===== src/rtl/seq_detect_ctrl.sv =====
// seq_detect_ctrl
//   Run-control and configuration block for serial bit-pattern detectors.
//   Holds a programmable pattern (up to MAX_LEN bits, MSB received first),
//   runs overlapping or non-overlapping detection between start/stop, counts
//   matches (saturating) and reports each match over a valid/ready event port.
//
// Ports
//   clk, rst            : clock (rising edge), synchronous active-high reset
//   cfg_valid/cfg_ready : config handshake; ready only while idle
//   cfg_pattern/len/overlap : pattern, length (2..MAX_LEN), overlap mode
//   cfg_err             : one-cycle pulse when an offered config is rejected
//   start/stop          : enter/leave the run state
//   x, x_valid          : serial data bit and its qualifier
//   busy                : high while running
//   match               : registered pulse one cycle after a completing bit
//   match_count/overflow: saturating count since start, sticky saturation flag
//   evt_valid/ready/count : event channel carrying the count at match time
//   timeout             : watchdog pulse (only with SEQ_DET_TIMEOUT_EN)
//
// Build option
//   SEQ_DET_TIMEOUT_EN : when defined, a watchdog ends the run after TIMEOUT
//                        processed bits without a hit; otherwise timeout = 0.

module seq_detect_ctrl #(
  parameter int MAX_LEN = 8,
  parameter int CNT_W   = 8,
  parameter int TIMEOUT = 64
) (
  input  logic               clk,
  input  logic               rst,
  input  logic               cfg_valid,
  output logic               cfg_ready,
  input  logic [MAX_LEN-1:0] cfg_pattern,
  input  logic [3:0]         cfg_len,
  input  logic               cfg_overlap,
  output logic               cfg_err,
  input  logic               start,
  input  logic               stop,
  input  logic               x,
  input  logic               x_valid,
  output logic               busy,
  output logic               match,
  output logic [CNT_W-1:0]   match_count,
  output logic               overflow,
  output logic               evt_valid,
  input  logic               evt_ready,
  output logic [CNT_W-1:0]   evt_count,
  output logic               timeout
);

  typedef enum logic {S_IDLE, S_RUN} state_t;

  localparam logic [3:0] LEN_MAX = 4'(MAX_LEN);

  state_t             r_state, w_state_n;
  logic [MAX_LEN-1:0] r_pat, r_hist;
  logic [3:0]         r_len, r_fill;
  logic               r_ovl, r_cfg_ok, r_cfg_err, r_match, r_ovf, r_evt_v;
  logic [CNT_W-1:0]   r_cnt, r_evt_cnt;

  logic               w_cfg_acc, w_cfg_legal, w_cfg_load, w_go, w_bit, w_hit;
  logic               w_sat, w_expire;
  logic [MAX_LEN-1:0] w_hist_n, w_mask;
  logic [3:0]         w_fill_n;
  logic [CNT_W-1:0]   w_cnt_n;

  always_comb begin
    w_cfg_acc   = cfg_valid && (r_state == S_IDLE);
    w_cfg_legal = (cfg_len >= 4'd2) && (cfg_len <= LEN_MAX);
    w_cfg_load  = w_cfg_acc && w_cfg_legal;
    // A legal config offered alongside start is usable immediately.
    w_go        = (r_state == S_IDLE) && start && (r_cfg_ok || w_cfg_load);
    w_bit       = (r_state == S_RUN) && x_valid;
    w_hist_n    = {r_hist[MAX_LEN-2:0], x};
    w_fill_n    = (r_fill == LEN_MAX) ? r_fill : r_fill + 4'd1;
    w_mask      = '0;
    for (int unsigned i = 0; i < MAX_LEN; i++) begin
      w_mask[i] = (i < 32'(r_len));
    end
    w_hit       = w_bit && (w_fill_n >= r_len) &&
                  (((w_hist_n ^ r_pat) & w_mask) == '0);
    w_sat       = (r_cnt == '1);
    w_cnt_n     = w_sat ? r_cnt : r_cnt + CNT_W'(1);

    w_state_n = r_state;
    case (r_state)
      S_IDLE:  if (w_go) w_state_n = S_RUN;
      S_RUN:   if (stop || w_expire) w_state_n = S_IDLE;
      default: w_state_n = S_IDLE;
    endcase
  end

  always_ff @(posedge clk) begin
    if (rst) r_state <= S_IDLE;
    else     r_state <= w_state_n;
  end

  always_ff @(posedge clk) begin
    if (rst) begin
      r_pat     <= '0;
      r_len     <= '0;
      r_ovl     <= 1'b0;
      r_cfg_ok  <= 1'b0;
      r_cfg_err <= 1'b0;
      r_hist    <= '0;
      r_fill    <= '0;
      r_match   <= 1'b0;
      r_cnt     <= '0;
      r_ovf     <= 1'b0;
      r_evt_v   <= 1'b0;
      r_evt_cnt <= '0;
    end else begin
      r_cfg_err <= w_cfg_acc && !w_cfg_legal;
      r_match   <= w_hit;
      if (w_cfg_load) begin
        r_pat    <= cfg_pattern;
        r_len    <= cfg_len;
        r_ovl    <= cfg_overlap;
        r_cfg_ok <= 1'b1;
      end
      if (w_go) begin
        r_hist <= '0;
        r_fill <= '0;
        r_cnt  <= '0;
        r_ovf  <= 1'b0;
      end else if (w_bit) begin
        r_hist <= w_hist_n;
        // Non-overlapping mode restarts the window after each hit.
        r_fill <= (w_hit && !r_ovl) ? 4'd0 : w_fill_n;
        if (w_hit) begin
          r_cnt <= w_cnt_n;
          if (w_sat) r_ovf <= 1'b1;
        end
      end
      // A hit in the accept cycle reloads, keeping evt_valid high.
      if (w_hit && (!r_evt_v || evt_ready)) begin
        r_evt_v   <= 1'b1;
        r_evt_cnt <= w_cnt_n;
      end else if (r_evt_v && evt_ready) begin
        r_evt_v <= 1'b0;
      end
    end
  end

`ifdef SEQ_DET_TIMEOUT_EN
  localparam int WD_W = $clog2(TIMEOUT + 1);
  logic [WD_W-1:0] r_wdog;
  logic            r_timeout;

  // Fires on the bit that would bring the count to TIMEOUT.
  assign w_expire = w_bit && !w_hit && (r_wdog == WD_W'(TIMEOUT - 1));

  always_ff @(posedge clk) begin
    if (rst) begin
      r_wdog    <= '0;
      r_timeout <= 1'b0;
    end else begin
      r_timeout <= w_expire;
      if (w_go || w_hit || w_expire) r_wdog <= '0;
      else if (w_bit)                r_wdog <= r_wdog + WD_W'(1);
    end
  end

  assign timeout = r_timeout;
`else
  logic w_unused_timeout;
  assign w_unused_timeout = (TIMEOUT > 0);
  assign w_expire         = 1'b0;
  assign timeout          = 1'b0;
`endif

  assign cfg_ready   = (r_state == S_IDLE);
  assign busy        = (r_state == S_RUN);
  assign cfg_err     = r_cfg_err;
  assign match       = r_match;
  assign match_count = r_cnt;
  assign overflow    = r_ovf;
  assign evt_valid   = r_evt_v;
  assign evt_count   = r_evt_cnt;

endmodule


===== config.mk =====
export PLATFORM = sky130hd
export DESIGN_NAME = seq_detect_ctrl
export DESIGN_NICKNAME = d
export VERILOG_FILES = /design/src/rtl/seq_detect_ctrl.sv
export SDC_FILE = /design/constraint.sdc
export NUM_CORES = 1
export LEC_CHECK = 0
export ABC_AREA = 1
export BUFFER_PORTS_ARGS = -buffer_cell sky130_fd_sc_hd__buf_2
export CORE_MARGIN = 2
export CORE_UTILIZATION = 50
export CTS_BUF_LIST = sky130_fd_sc_hd__clkbuf_16
export CTS_CLUSTER_DIAMETER = 30
export DETAILED_ROUTE_END_ITERATION = 10
export PLACE_DENSITY = 0.82
export SLEW_MARGIN = 20
export SYNTH_ARGS = -nofsm -noshare
export SYNTH_HDL_FRONTEND = slang
export SYNTH_SLANG_ARGS = --single-unit

===== constraint.sdc =====
create_clock -name clk -period 2.97 [get_ports clk]
set_input_delay 0.1485 -clock clk [delete_from_list [all_inputs] [get_ports clk]]
set_output_delay 0.1485 -clock clk [all_outputs]
set_load 0.05 [all_outputs]

==> results.py <==
metrics = {
    "timing": {
        "slew_violations": 0,
        "setup_viol": 0,
        "finalHoldViolCount": 0,
        "grt_setup_unrepaired": "false",
        "setup_tns_ns": 0,
        "fmax_mhz": 433,
        "holdWs_ns": 0.131,
        "fin_skew_ns": 0.00301,
        "fin_crit_sh_pct": 77.7,
        "slew_headroom_pct": 63.8,
        "tightest_slew_ns": 0.542,
        "post-route-min-period_ns": 2.31,
    },
    "clocking": {
        "cts_resized": 0,
        "clk_path_buf_depth": 2,
        "h-tree-depth": 2,
        "hold_buffers": 0,
        "clk_latency_ns": 0.29,
        "postCtsSetupRepairBufs": 0,
        "cts_tree": "done",
        "root_buffer": "clkbuf_16",
        "numCtsBuffers": 5,
        "cts.sinks": 46,
        "clkTransAtPathRegs_ns": 0.06,
    },
    "final_layout": {
        "fillCellCount": 439,
        "antenna_cells": 0,
        "utilization_pct": 59.0,
        "final_nets": 429,
        "final_layout_size_suffix_gt1_share_pct": 15.7,
        "area_growth_pct": 15.1,
    },
    "worst_setup_path": {
        "path_class": "reg -> reg",
        "start_kind": "register",
        "crit_arrival_ns": 2.48,
        "required_ns": 3.15,
        "end_kind": "register",
        "worst-path-max-fanout": 11,
    },
    "global_routing": {
        "gr-usage-met3_pct": 4.12,
        "grt_usage_pct": 20.6,
        "grt_pass1_wl_um": 8590,
        "grt_max_degree": 25,
        "use_met2_pct": 35.0,
        "grt_pass1_vias": 2049,
        "antenna_found_initial": 0,
        "gr-total-overflow": 0,
        "use_met1_pct": 24.7,
        "top_usage_layer": "met2",
    },
    "logic_synthesis": {
        "syn_nets": 388,
        "yosysWarnings": 0,
        "ys_async_sr_fraction_pct": 0,
        "synthFlopType": "dfxtp_1",
        "syn_area_um2": 2400,
        "synth_top_area_share_pct": 38.3,
        "yosys-top-cells-area": "dfxtp_1, nand2_1, inv_1",
        "avgSynthCellArea_um2": 6.68,
        "synthCells": 360,
        "yosysUniqueCellTypes": 28,
        "yosysSeqAreaShare_pct": 38.3,
        "synth_largest_area_cell": "dfxtp_1",
        "synth_edf_count": 0,
        "ys_ff_latch": 46,
    },
    "place": {
        "port_buffers": 42,
        "place_hpwl_um": 3700,
        "gp_congestion": 0.854,
    },
    "floorplan": {
        "core_region_area_um2": 4690,
        "start_util_pct": 51.2,
        "rows": 25,
        "die_y_um": 73.3,
        "io_pins": 44,
        "die_area_um2": 5380,
        "die_x_um": 73.3,
    },
    "routing": {
        "drt_iter0_drc": 148,
        "wl_um": 5020,
        "antenna_left": 0,
        "drc": 0,
        "wl_per_cell_um": 11.0,
        "drtPass1Iterations": 4,
        "viasPerCell": 4.89,
        "vias": 2225,
    },
    "min_path": {
        "hp-class": "in -> reg",
    },
    "outcome": {
        "status": "complete, no violations",
    },
    "power": {
        "ir_drop_v": 0.000330,
        "p_leak_nw": 1.33,
        "p_per_area_nw_per_um2": 504,
    },
    "flow_run": {
        "drv_cap": 0,
    },
}
[cell type report]
cell class                 count  area (um2)  area share, %
tap                           54        67.6           2.44
sequential                    46         921           33.3
clock inverter                 2        11.3          0.407
clock buffer                   5         125           4.52
multi-input combinational    246        1200           43.4
inverter                      59         224           8.10
timing repair buffer          43         218           7.87
[where the power goes]
part	internal (mW)	switching, mW	total (mW)
combinational	0.0624	0.148	0.211
clock	0.304	0.224	0.528
sequential	0.641	0.0156	0.656
[Yosys cell counts, drive strengths merged (2+ instances only)]
cell type	count
nor3	2
nand4	7
dfxtp	46
o21ai	18
clkbuf	4
a21oi	32
nand2	109
inv	59
ha	7
buf	5
nor2	47
xor2	6
nand3	15
[kinds of logic (layout without fill, tap and decap cells)]
family / after synthesis / after routing / synth area share [%]
compound gates: 50 / 50 / 11.0
flops: 46 / 46 / 38.3
other cells: 1 / 1 / 0.156
xor+xnor: 7 / 7 / 2.55
buf+inv: 68 / 109 / 11.8
simple gates: 181 / 181 / 32.5
fa+ha+maj: 7 / 7 / 3.64
[worst max-delay path, stage by stage (launching register included)]
cell	delay (ns)
dfxtp_1	0.41
inv_1	0.06
ha_1	0.19
nand2_1	0.08
nand3_1	0.07
o21ai_0	0.11
ha_1	0.27
nand2_1	0.08
inv_1	0.05
nand2_1	0.06
nand2_1	0.05
nor2_1	0.28
nor2_8	0.08
nand3_2	0.20
nand2_1	0.08
nand2_1	0.08
nor2_1	0.04
[stage by stage]
step / cell area, um2 / setup slack, ns / instances / total power, mW
2_1_floorplan: 2400 / 0.849 / 360 / 0.830
3_3_place_gp: 2630 / 0.822 / 448 / 0.872
3_5_place_dp: 2630 / 0.735 / 448 / 0.877
4_1_cts: 2770 / 0.702 / 455 / 1.40
5_1_grt: 2770 / 0.515 / 455 / 1.45
6_report: 2770 / 0.663 / 455 / 1.39
[placed cells by master (no fill, tap or decap)]
cell,instances
a21oi_1,30
a21oi_2,1
a21oi_4,1
buf_2,42
buf_4,1
clkbuf_16,5
clkinvlp_4,1
conb_1,1
dfxtp_1,46
ha_1,7
inv_1,58
inv_2,1
inv_4,1
nand2_1,106
nand2_2,3
nand3_1,11
nand3_2,2
nand3_4,2
nand4_1,7
nor2_1,45
nor2_2,1
nor2_8,1
nor3_1,2
o21ai_0,18
or2_2,1
xnor2_1,1
xor2_1,6
[registers in the layout (all words and copies together), names as in the netlist]
signal and flops:
overflow 1, evt_count 8, r_cfg_ok 1, r_hist 7, match 1, cfg_err 1, r_fill 4, evt_valid 1
r_len 4, match_count 8, r_pat 8, r_ovl 1, busy 1
[path summary, 6_finish.rpt]
check	end	startpoint	slack [ns]	cells past startpoint
worst max-delay path	evt_count[5]$_SDFFE_PP0P_	r_fill[0]$_SDFFE_PP0P_	0.66	16
worst min-delay path	busy$_SDFF_PP0_	stop	0.13	3
worst max register to register	evt_count[5]$_SDFFE_PP0P_	r_fill[0]$_SDFFE_PP0P_	0.66	16
worst min register to register	r_cfg_ok$_SDFFE_PP0P_	r_cfg_ok$_SDFFE_PP0P_	0.46	2
[metal layers]
metal,share of wire [%],up-vias,wire (um)
met3,3.7,7,186
li1,-,1184,-
met5,0,-,0
met1,47,994,2340
met4,1.5,0,73
met2,48,40,2420
Power figures use the tool's default switching activity.
